### src/rtl/hvac_controller.sv
// rtl/hvac_controller.sv - heater/cooler sequencer with hysteresis, minimum run time and lockout
module hvac_controller #(
   parameter int LOW_T   = 50,
   parameter int HIGH_T  = 80,
   parameter int HYST    = 2,
   parameter int MIN_ON  = 8,
   parameter int LOCKOUT = 4
) (
   input  logic       clk,
   input  logic       rst,
   input  logic [6:0] st,
   input  logic       sw,
   input  logic       sfa,
   input  logic       en,
   output logic       heater,
   output logic       cooler,
   output logic [1:0] hvac_state
);

   // Counter only needs to reach the larger of the two dwell limits.
   localparam int CNT_MAX_I = (MIN_ON > LOCKOUT) ? MIN_ON : LOCKOUT;
   localparam int CW        = $clog2(CNT_MAX_I + 1);

   localparam logic [CW-1:0] CNT_MAX    = CW'(CNT_MAX_I);
   localparam logic [CW-1:0] MIN_ON_M1  = CW'(MIN_ON - 1);
   localparam logic [CW-1:0] LOCKOUT_M1 = CW'(LOCKOUT - 1);

   // Thresholds widened to 8 bits so LOW_T + HYST cannot wrap.
   localparam logic [7:0] LOW_TH    = 8'(LOW_T);
   localparam logic [7:0] HIGH_TH   = 8'(HIGH_T);
   localparam logic [7:0] HEAT_EXIT = 8'(LOW_T + HYST);
   localparam logic [7:0] COOL_EXIT = 8'(HIGH_T - HYST);

   typedef enum logic [1:0] {
      S_IDLE = 2'b00,
      S_HEAT = 2'b01,
      S_COOL = 2'b10,
      S_LOCK = 2'b11
   } state_t;

   state_t        state_q, state_d;
   logic [CW-1:0] cnt_q, cnt_d;
   logic          heater_q, heater_d;
   logic          cooler_q, cooler_d;

   logic       inh;
   logic [7:0] st_w;

   assign inh  = sw | sfa | ~en;
   assign st_w = {1'b0, st};

   // Next-state, dwell counter and registered actuator decode.
   always_comb begin
      state_d = state_q;
      case (state_q)
         S_IDLE: begin
            if (!inh) begin
               if (st_w < LOW_TH)       state_d = S_HEAT;
               else if (st_w > HIGH_TH) state_d = S_COOL;
            end
         end
         S_HEAT: begin
            if (inh)                                           state_d = S_LOCK;
            else if (cnt_q >= MIN_ON_M1 && st_w >= HEAT_EXIT)  state_d = S_LOCK;
         end
         S_COOL: begin
            if (inh)                                           state_d = S_LOCK;
            else if (cnt_q >= MIN_ON_M1 && st_w <= COOL_EXIT)  state_d = S_LOCK;
         end
         default: begin
            // Lockout always runs to completion; inhibit and temperature are ignored.
            if (cnt_q == LOCKOUT_M1) state_d = S_IDLE;
         end
      endcase

      cnt_d = cnt_q;
      if (state_d != state_q)
         cnt_d = '0;
      else if (state_q != S_IDLE && cnt_q != CNT_MAX)
         cnt_d = cnt_q + 1'b1;

      heater_d = (state_d == S_HEAT);
      cooler_d = (state_d == S_COOL);
   end

   // State register; reset returns to IDLE without passing through lockout.
   always_ff @(posedge clk) begin
      if (rst) begin
         state_q  <= S_IDLE;
         cnt_q    <= '0;
         heater_q <= 1'b0;
         cooler_q <= 1'b0;
      end else begin
         state_q  <= state_d;
         cnt_q    <= cnt_d;
         heater_q <= heater_d;
         cooler_q <= cooler_d;
      end
   end

   assign heater     = heater_q;
   assign cooler     = cooler_q;
   assign hvac_state = state_q;

endmodule

### config.mk
export PLATFORM = sky130hd
export DESIGN_NAME = hvac_controller
export DESIGN_NICKNAME = d
export VERILOG_FILES = /design/src/rtl/hvac_controller.sv
export SDC_FILE = /design/constraint.sdc
export NUM_CORES = 1
export LEC_CHECK = 0
export ABC_AREA = 1
export ABC_CLOCK_PERIOD_IN_PS = 1650
export BUFFER_PORTS_ARGS = -buffer_cell sky130_fd_sc_hd__buf_2
export CELL_PAD_IN_SITES_DETAIL_PLACEMENT = 1
export CELL_PAD_IN_SITES_GLOBAL_PLACEMENT = 2
export CORE_AREA = 2 2 51 53
export CTS_CLUSTER_SIZE = 20
export DETAILED_ROUTE_END_ITERATION = 8
export DIE_AREA = 0 0 53 55
export GPL_TIMING_DRIVEN = 0
export HOLD_SLACK_MARGIN = 0.03
export PLACE_DENSITY_LB_ADDON = 0.1
export SETUP_SLACK_MARGIN = 0.3
export SYNTH_ARGS = -nofsm -noshare
export SYNTH_HDL_FRONTEND = slang
export SYNTH_SLANG_ARGS = --single-unit
### constraint.sdc
create_clock -name clk -period 1.65 [get_ports clk]
set_input_delay 0.0825 -clock clk [delete_from_list [all_inputs] [get_ports clk]]
set_output_delay 0.0825 -clock clk [all_outputs]
set_load 0.005 [all_outputs]
==> metrics.md <==
| Metric | Value |
|---|---|
| Status | completed |
| Min-Delay Path Class | in -> reg |
| Global route total overflow | 0 |
| CTS Hold Bufs | 0 |
| DP Area | about 660 um^2 |
| Global-route wire length before repair | 2159 um |
| Vias in the first global route | 568 |
| Startpoint class of the critical path | flop |
| Syn nets | 104 |
| RR Endpoint | cnt_q[1] |
| RSZ-0062 raised after global routing | yes |
| Share of cells above drive strength 1 | 39.09% |
| Antenna violations before repair | 0 |
| NetSw | 183.6 uW |
| Critical-path cell list | buf_4, inv_2, ha_4, nand3_2, nand2_2, mux2_4, clkinv_1, nor2_1 |
| Via Count | 594 |
| Total Neg Setup Slack | 0 ns |
| Final-report hold violation count | 0 |
| WP data arrival | 1.46 ns |
| Part of the power in registers | 41.2% |
| Total power draw | ~560 uW |
| Crit. End Element | flop |
| DRC violations left | 0 |
| Worst-case vdd ir drop | 0.5156 mV |
| Area growth, synth to finish | 38.95% |
| Hold path startpoint | rst |
| Most frequent cells in the layout | nor2_1, nand2_1, buf_2, inv_1, nand3_1 |
| Fmax | 755.7 MHz |
| Worst hold slack | 0.06519 ns |
| Flop2flop setup slack | 0.33 ns |
| Routed len/inst | 9.657 um |
| CTS Buf Count | 3 |
| Min cycle time layout | 1.323 ns |
| Mean Syn Cell Area | 6.103 um^2 |
| Layout Skew | ~0.0046 ns |
| Max H-tree Level | 1 |
| Max Root-Sink Buffers | 2 |
| Worst r2r src | cnt_q[1] |
| Nets | 126 |
| Reg clk slew, reported paths | 0.05 ns |
| Post-DP HPWL | 1107 um |
| Iteration-0 DRC Markers | 0 |
| WHS Endpoint | hvac_state[1] |
| Diode count | 0 |
| Row count | 18 |
| Clock power share | 24.7% |
| Vias/cell | 4.243 |
| Crit-path max cell delay | 0.33 ns |
| FILL cells | 312 |
| I/O Pins | 16 |
| Chip height | 55 um |
| Buf/Inv on CP | 3 |
| Initial Util | 23.23% |
| Worst slew pin tran | 0.1850 ns |
| Die W | 53 um |
| Post-route ant nets | 0 |
| Yosys warns | 0 |
| LEAKAGE | 0.3646 nW |
| GRT Util Overall | 10.40% |
| Final wirelength | 1352 um |
| CP max stage cell | dfxtp_2 |
| Pwr dens | 732.0 nW/um^2 |
| Final instance area | 763.2 um^2 |
| Hold path depth | 2 |
| Total die area | 2915 um^2 |
| Largest net degree at the start of global routing | 8 |
| Post-synth cell types | 18 |
| Pint | 375.2 uW |
| Root Driver | clkbuf_4 |
| Syn Std Cell Area | 549.3 um^2 |
| Delay-heaviest family, CP | flip-flops |
| Maximum fanout along the worst path | 3 |
| WS Path Type | reg -> reg |
| Worst reg-to-reg path cell count | 8 |
| CP Launch Point | cnt_q[1] |
| Number of synthesized register bits | 8 |
| MaxCap Viol Count | 0 |
| GPL Wtd Cong | 0.6946 |
| Final period utilization | 80.20% |
| Slew HR | 87.62% |
| Fin. max-slew vios | 0 |
| Worst path required time | ~1.8 ns |
| Mapped Cells | 90 |
| CTS sink cnt | 8 |
| CTS tree | yes |
| Final setup viols | 0 |
| Seq/Total Area, Yosys | 29.16% |
| IO buf count | 15 |
| Total core area | roughly 2400 um^2 |
| First-pass iteration count of the detailed router | 1 |
| Most common cell after layout, fill and taps aside | nor2_1 |
| Switching Share | around a third |
| Worst-Skew Late Latency | between 0.2 and 0.25 ns |
| Combinational fraction of design power | 34.1% |
area by class of cell:
type	instances	area (um^2)	area share, %
Sequential cell	8	166.4	21.80
Clock buffer	3	22.52	2.951
Inverter	19	71.32	9.344
Tap cell	30	37.54	4.918
Multi-Input combinational cell	63	375.4	49.18
Timing Repair Buffer	17	90.09	11.80
registers in the layout, summed over array words and instances, names as in the netlist:
register    count
cooler          1
heater          1
hvac_state      2
cnt_q           4
per-stage QoR:
stage,worst slack (ns),util (%),instances
CTS,0.3021,29.42,138
detailed placement,0.2215,27.99,135
global placement,0.2114,27.99,135
finish,0.3267,32.28,140
global route,0.2547,32.28,140
floorplan,0.4411,-,90
worst max path at each step:
stage / end / slack, ns / depth (start not counted)
global placement: cnt_q[2] / 0.21 / 10
global route: cnt_q[1] / 0.25 / 8
floorplan: cnt_q[3] / 0.44 / 10
detailed placement: cnt_q[2] / 0.22 / 10
finish: cnt_q[1] / 0.33 / 8
CTS: cnt_q[2] / 0.30 / 10
synthesized netlist by cell type:
| library cell | number | area share (%) |
|---|---|---|
| mux2_2 | 1 | 2.0 |
| inv_2 | 2 | 1.4 |
| nor2_2 | 3 | 3.4 |
| ha_1 | 2 | 4.6 |
| nand3_2 | 1 | 1.8 |
| a21oi_1 | 2 | 1.8 |
| xor2_1 | 3 | 4.8 |
| inv_1 | 16 | 11 |
| nor3_2 | 1 | 1.8 |
| clkinv_1 | 1 | 0.68 |
| o21ai_1 | 1 | 0.91 |
| nand2_2 | 1 | 1.1 |
| dfxtp_1 | 8 | 29 |
| nand2_1 | 20 | 14 |
| nor2_1 | 18 | 12 |
| nand4_1 | 2 | 2.3 |
| nor3_1 | 1 | 0.91 |
| nand3_1 | 7 | 6.4 |
repair_timing:
action,CTS,global route
buffers inserted,0,2
setup endpoints to repair,6,7
gates resized for setup,5,14
pin swaps,0,7
kinds of logic (layout without fill, tap and decap cells):
kind of cell             after synthesis  after routing  share of synthesized area (%)
AO/OA/AOI/OAI                          3              3                          2.733
XOR/XNOR                               3              3                          4.784
adder cells (fa/ha/maj)                2              2                          4.555
buffers and inverters                 19             39                          12.98
flip-flops                             8              8                          29.16
multiplexers                           1              1                          2.050
AND/OR/NAND/NOR                       54             54                          43.73
per-layer routing:
layer  global-route usage (%)  wire length, um  vias up
li1                         -                -      313
met4                    7.692               10        0
met3                    1.613               33        2
met1                    11.04              583      271
met2                    18.75              725        8
met5                        0                0        -
power by group through the flow:
stage	Sequential, mW	Clock (mW)	Combinational (mW)
finish	0.230	0.138	0.191
global route	0.233	0.166	0.218
CTS	0.227	0.148	0.161
detailed placement	0.229	0	0.157
global placement	0.230	0	0.155
floorplan	0.228	0	0.101
worst register-to-register path, delay by kind of cell (launching register included):
family | cells | cell delay [ns]
fa+ha+maj | 1 | 0.12
mux | 1 | 0.30
flops | 1 | 0.33
simple gates | 3 | 0.21
buf+inv | 3 | 0.25
Power figures use the tool's default switching activity.
